**src/rtl/bit_reverse_rx.sv**
```systemverilog
// Assembles WIDTH ASCII '0'/'1' characters (first character = bit 0) into a word,
// then presents it both as received and bit-reversed, with a ready/valid handshake on each side.
module bit_reverse_rx #(
    parameter int WIDTH = 8
) (
    input  logic             clk,
    input  logic             reset,
    input  logic [7:0]       char_in,
    input  logic             char_valid,
    output logic             char_ready,
    output logic [3:0]       addr,
    output logic [WIDTH-1:0] word_out,
    output logic [WIDTH-1:0] word_raw,
    output logic             word_valid,
    input  logic             word_ready,
    output logic             err,
    output logic [7:0]       err_count,
    output logic [7:0]       word_count
);

    typedef enum logic {
        COLLECT,
        OUTPUT
    } state_t;

    state_t           state;
    state_t           state_next;
    logic [WIDTH-1:0] shift_reg;
    logic [WIDTH-1:0] full_word;
    logic [WIDTH-1:0] reversed_word;
    logic             accept;
    logic             legal;
    logic             last_char;
    logic             deliver;

    assign char_ready = (state == COLLECT);
    assign accept     = char_valid && char_ready;
    assign legal      = (char_in == 8'h30) || (char_in == 8'h31);
    assign last_char  = (addr == 4'(WIDTH - 1));
    assign deliver    = (state == OUTPUT) && word_ready;

    // Partial word with the incoming bit merged in, so the final character lands in the delivered word.
    always_comb begin
        full_word     = shift_reg;
        reversed_word = '0;
        for (int k = 0; k < WIDTH; k++) begin
            if (addr == 4'(k)) begin
                full_word[k] = char_in[0];
            end
        end
        for (int k = 0; k < WIDTH; k++) begin
            reversed_word[WIDTH-1-k] = full_word[k];
        end
    end

    always_comb begin
        state_next = state;
        case (state)
            COLLECT: begin
                if (accept && legal && last_char) begin
                    state_next = OUTPUT;
                end
            end
            OUTPUT: begin
                if (word_ready) begin
                    state_next = COLLECT;
                end
            end
            default: state_next = COLLECT;
        endcase
    end

    always_ff @(posedge clk) begin
        if (!reset) begin
            state <= COLLECT;
        end else begin
            state <= state_next;
        end
    end

    always_ff @(posedge clk) begin
        if (!reset) begin
            addr       <= '0;
            shift_reg  <= '0;
            word_out   <= '0;
            word_raw   <= '0;
            word_valid <= 1'b0;
            err        <= 1'b0;
            err_count  <= '0;
            word_count <= '0;
        end else begin
            err <= 1'b0;
            if (accept) begin
                if (!legal) begin
                    err       <= 1'b1;
                    shift_reg <= '0;
                    addr      <= '0;
                    if (err_count != 8'hFF) begin
                        err_count <= err_count + 8'd1;
                    end
                end else if (last_char) begin
                    word_raw   <= full_word;
                    word_out   <= reversed_word;
                    word_valid <= 1'b1;
                    shift_reg  <= '0;
                    addr       <= '0;
                end else begin
                    shift_reg <= full_word;
                    addr      <= addr + 4'd1;
                end
            end
            // Accept and deliver are mutually exclusive because char_ready is low in OUTPUT.
            if (deliver) begin
                word_valid <= 1'b0;
                word_count <= word_count + 8'd1;
            end
        end
    end

endmodule

```
**config.mk**
```make
export PLATFORM = sky130hd
export DESIGN_NAME = bit_reverse_rx
export DESIGN_NICKNAME = d
export VERILOG_FILES = /design/src/rtl/bit_reverse_rx.sv
export SDC_FILE = /design/constraint.sdc
export NUM_CORES = 1
export LEC_CHECK = 0
export ABC_CLOCK_PERIOD_IN_PS = 4700
export CAP_MARGIN = 20
export CORE_MARGIN = 5
export CORE_UTILIZATION = 30
export CTS_CLUSTER_SIZE = 40
export DETAILED_ROUTE_END_ITERATION = 12
export PLACE_DENSITY_LB_ADDON = 0.12
export SYNTH_ARGS = -nofsm -noshare
export SYNTH_HDL_FRONTEND = slang
export SYNTH_SLANG_ARGS = --single-unit
export TNS_END_PERCENT = 20
```
**constraint.sdc**
```tcl
create_clock -name clk -period 4.7 [get_ports clk]
set_clock_uncertainty 0.1 [all_clocks]
set_input_delay 0.94 -clock clk [delete_from_list [all_inputs] [get_ports clk]]
set_output_delay 0.94 -clock clk [all_outputs]
set_load 0.005 [all_outputs]
```
* Word-level counts from Yosys, hierarchy flattened
Index checks and enable logic that the tools add are counted.
** Word-level totals
- Register bits after elaboration :: 47
- Bits of input ports :: 12
- Output and inout port bits :: 39
- Logic and storage cells :: 51
** Operators by class
- Add/sub/neg operators :: 3
- Equality and inequality tests :: 10
- Mux-type cells :: 16
- Bitwise gates (word level) :: 3
- Reduce and logical (&&, ||, !) cells :: 10
** Operators by type and width (number)
- $add 8x1->8 const B :: 2
- $eq 4x3->1 const B :: 4
- $eq 8x6->1 const B :: 2
- $mux 8 :: 2
- $mux 1 :: 11
- $eq 4x2->1 const B :: 2
- $mux 4 :: 2
- $ne 8x8->1 const B :: 1
- $reduce_and 3->1 :: 2
- $add 4x1->4 const B :: 1
- $eq 4x1->1 const B :: 1
- $logic_and 1x1->1 :: 4
- $logic_not 4->1 :: 1
- $not 1->1 :: 3
- $pmux 1 s2 :: 1
- $reduce_and 2->1 :: 1
- $reduce_or 2->1 :: 1
- $logic_or 1x1->1 :: 1

* Longest topological paths before layout
- Word-level depth :: 6
- Depth in mapped cells :: 6
- Gate-level depth less buffers :: 5

* Worst setup path after synthesis
OpenSTA, ideal clock, no wires.
- Path kind :: input -> register
- Start point :: input port char_in[1]
- End point :: register word_out[1]
- Library setup time :: 79 ps
- Arrival time :: 2128 ps
- Data required time :: 4521 ps
- Slack :: 2392 ps
- Stages on the path :: 5
- Buffers on the path :: 1
- Cell sequence :: or3_4 nor4_4 buf_6 nor2_2 a211oi_2
** On the way
- Cells in the longest elaborated chain, start to end :: 3
- Elaborated cells on any way between the ends :: 4
- Classes of those cells :: eq/ne: 2; reduce/logical: 2
** Ends and longest elaborated chain
- start: declaration :: RTL line 8 : input logic [7:0] char_in,
- $eq 8x6->1 :: RTL line 38 : assign legal = (char_in == 8'h30) || (char_in == 8'h31);
- $logic_or 1x1->1 (*) :: RTL line 38
- $reduce_and 3->1 (no source line) (*)
- end signal: assignment :: RTL line 103 : word_out <= reversed_word;
- end: declaration :: RTL line 12 : output logic [WIDTH-1:0] word_out,
Every way passes the cells marked *; elsewhere a longest branch is shown, timed or not.
A chain may end at the register's enable or synchronous reset.

* Worst setup path in the final report
- Start point :: input port char_in[1]
- End point :: register word_out[0]
Same word-level chain as after synthesis.

==> flow_metrics.env <==
export IMPL_status="complete, no violations"
export IMPL_design_die_area_um2=7560
export IMPL_drtPass1Iterations=4
export IMPL_cts_buffers=5
export IMPL_vias=1540
export IMPL_overflow=0
export IMPL_ys_seq_area_share_pct=42.8
export IMPL_worst_pin_slew_ps=968
export IMPL_grt_pass1_vias=1488
export IMPL_p_sw_share_pct=22.8
export IMPL_synth_avg_cell_area_um2=8.80
export IMPL_syn_to_final_growth_pct=33.7
export IMPL_wl_per_cell_um=13.1
export IMPL_grtUsageTotal_pct=12.1
export IMPL_die_h_um=87.0
export IMPL_ir_worst_vdd_mv=0.114
export IMPL_num_nets_final=263
export IMPL_drc=0
export IMPL_hpwl_um=2940
export IMPL_biggestRegsByFlops="err_count: 8 flops, word_count: 8 flops"
export IMPL_slowest_delay_ps=810
export IMPL_cts_resized=0
export IMPL_vias_per_cell=4.80
export IMPL_synthCells=202
export IMPL_synthFlopType="dfxtp_1"
export IMPL_p_int_uw=458
export IMPL_hold_depth=2
export IMPL_synthAdderAreaFrac_pct=4.23
export IMPL_drtIter0Drc=84
export IMPL_slew_violations=0
export IMPL_io_buffers=50
export IMPL_h_tree_depth=2
export IMPL_postCtsSetupBuffers=0
export IMPL_drt_wl_total_um=4210
export IMPL_reg2regPathDepth=5
export IMPL_num_antenna_cells=0
export IMPL_netlist_top_cells_count="38 x dfxtp_1, 22 x nand2_1, 19 x nor2_1"
export IMPL_cp_max_fo=17
export IMPL_cts_tree="done"
export IMPL_synth_cell_type_count=42
export IMPL_clk_latency_ps=290
export IMPL_clk_pin_slew_ps=70
export IMPL_synth_simple_gate_area_share_pct=22.5
export IMPL_worst_slack_ps=1880
export IMPL_final_seq_area_um2=761
export IMPL_antenna_found_initial=0
export IMPL_min_path_type="flop to flop"
export IMPL_cts_root_buf="clkbuf_8"
export IMPL_ant_nets=0
export IMPL_slowest_stage="nor4_4"
export IMPL_clkPwrFrac_pct=39.7
export IMPL_gp_congestion=0.718
export IMPL_cp_start_kind="input port"
export IMPL_setup_viol=0
export IMPL_synth_top_area_share_pct=42.8
export IMPL_setup_tns_ps=0
export IMPL_row_count=28
export IMPL_period_share_pct=59.9
export IMPL_drv_cap=0
export IMPL_synthArstFlopShare_pct=0
export IMPL_multi_input_comb_area_um2=891
export IMPL_synth_mux_area_share_pct=3.38
export IMPL_syn_nets=220
export IMPL_pwr_density_cell_nw_per_um2=250
export IMPL_p_switching_uw=135
export IMPL_synth_top_family_by_area="simple AND/OR/NAND/NOR gates"
export IMPL_core_area_um2=5850
export IMPL_rsz0062_at_grt="false"
export IMPL_numClockSinks=38
export IMPL_period_minus_slack_ps=2820
export IMPL_synth_top_area_cell="dfxtp_1"
export IMPL_path_cells="clkdlybuf4s50_1, or3_4, nor4_4, mux2i_1, nor2_1"
export IMPL_crit_type="input port to flop"
export IMPL_dpl_cell_area_um2=2280
export IMPL_yosys_warnings=0
export IMPL_num_fill_cells=616
export IMPL_grt_max_degree=27
export IMPL_grt_pass1_wl_um=7200
export IMPL_end_kind="flop"
export IMPL_hold_buffers=0
export IMPL_final_area_um2=2370
export IMPL_dp_slack_ps=1490
export IMPL_arrival_ps=2890
export IMPL_layout_cells_non_filler=321
export IMPL_yosysMostFrequentCell="dfxtp_1"
export IMPL_dp_cells=313
export IMPL_drive_gt1_share_pct=5.69
export IMPL_io_pins=51
export IMPL_synth_compound_area_share_pct=17.0
export IMPL_synth_area_leaders="dfxtp_1 43%, nand2_1 4.6%, ha_1 4.2%"
export IMPL_synth_edf_count=0
export IMPL_start_util_pct=30.4
export IMPL_p_total_uw=593
export IMPL_fp_dieW_um=87.0
export IMPL_max_freq_mhz=355
export IMPL_syn_area_um2=1780
export IMPL_relSlewSlack_pct=35.0
export IMPL_p_comb_share_pct=5.4
export IMPL_synth_xor_area_share_pct=2.96
export IMPL_ys_ff_latch=38
export IMPL_crit_required_ps=4770
export IMPL_hold_violations=0
export IMPL_seq_power_share_pct=54.9
export IMPL_cts_path_max_buffers=2
export IMPL_p_leak_uw=0.000804
-- metrics by stage --
| step | utilization [%] | hold WS (ps) |
|---|---|---|
| final | 40.6 | 348 |
| after global routing | 40.6 | 377 |
| after CTS | 40.6 | 356 |
| after detailed placement | 39.0 | 339 |
| after global placement | 39.0 | 329 |
| after floorplan | - | 319 |
-- final timing paths --
check / startpoint / endpoint / slack, ps
setup reg to reg: addr[0] / word_out[0] / 2510
hold reg to reg: shift_reg[6] / shift_reg[6] / 350
setup / recovery: char_in[1] / word_out[0] / 1880
hold / removal: shift_reg[6] / shift_reg[6] / 350
-- area by class of cell --
| type | instances | area share [%] |
|---|---|---|
| multi-input combinational | 141 | 37.5 |
| sequential | 38 | 32.0 |
| timing repair buffer | 51 | 21.4 |
| tap | 75 | 3.95 |
| clock buffer | 7 | 3.64 |
| inverter | 8 | 1.26 |
| clock inverter | 1 | 0.211 |
-- cells in the final DEF, fill, tap and decap left out, types with 2 or more instances in the layout --
cell             count
a211oi_1             6
a21boi_0             3
a21oi_1             10
a31oi_1              3
clkbuf_8             6
clkdlybuf4s50_1     50
dfxtp_1             38
ha_1                 6
inv_1                7
mux2i_1              6
nand2_1             22
nand2b_1             3
nand3_1             10
nand4_1              6
nor2_1              19
o21ai_0             10
o31ai_1              5
o41ai_1              3
or3_1                4
or4_1                2
xor2_1               6
-- logic make-up after synthesis --
family                     after synthesis
buffers and inverters                   23
DFF                                     38
xor gates and xnor gates                 6
muxes                                    6
and+or+nand+nor                         77
adders and majority gates                6
AOI/OAI and AO/OA                       46
-- critical path, delay by kind of cell --
kind	cells	cell delay [ps]
buffers and inverters	1	390
AND/OR/NAND/NOR	3	1280
multiplexers	1	270
-- routing by layer --
metal / vias to the layer above / share of wire (%) / track usage [%]
li1: 803 / - / -
met1: 690 / 51 / 16.7
met5: - / 0 / 0
met3: 6 / 6.6 / 3.97
met4: 0 / 1.7 / 4.67
met2: 41 / 41 / 17.4
-- power groups by stage --
stage,Combinational [uW],Clock [uW],Sequential [uW]
floorplan,14.8,0,333
global placement,32.8,0,333
detailed placement,32.7,0,333
CTS,32.8,242,325
global route,35.3,256,326
finish,32.0,236,325
Note: power is estimated with default switching activity, not from simulation.
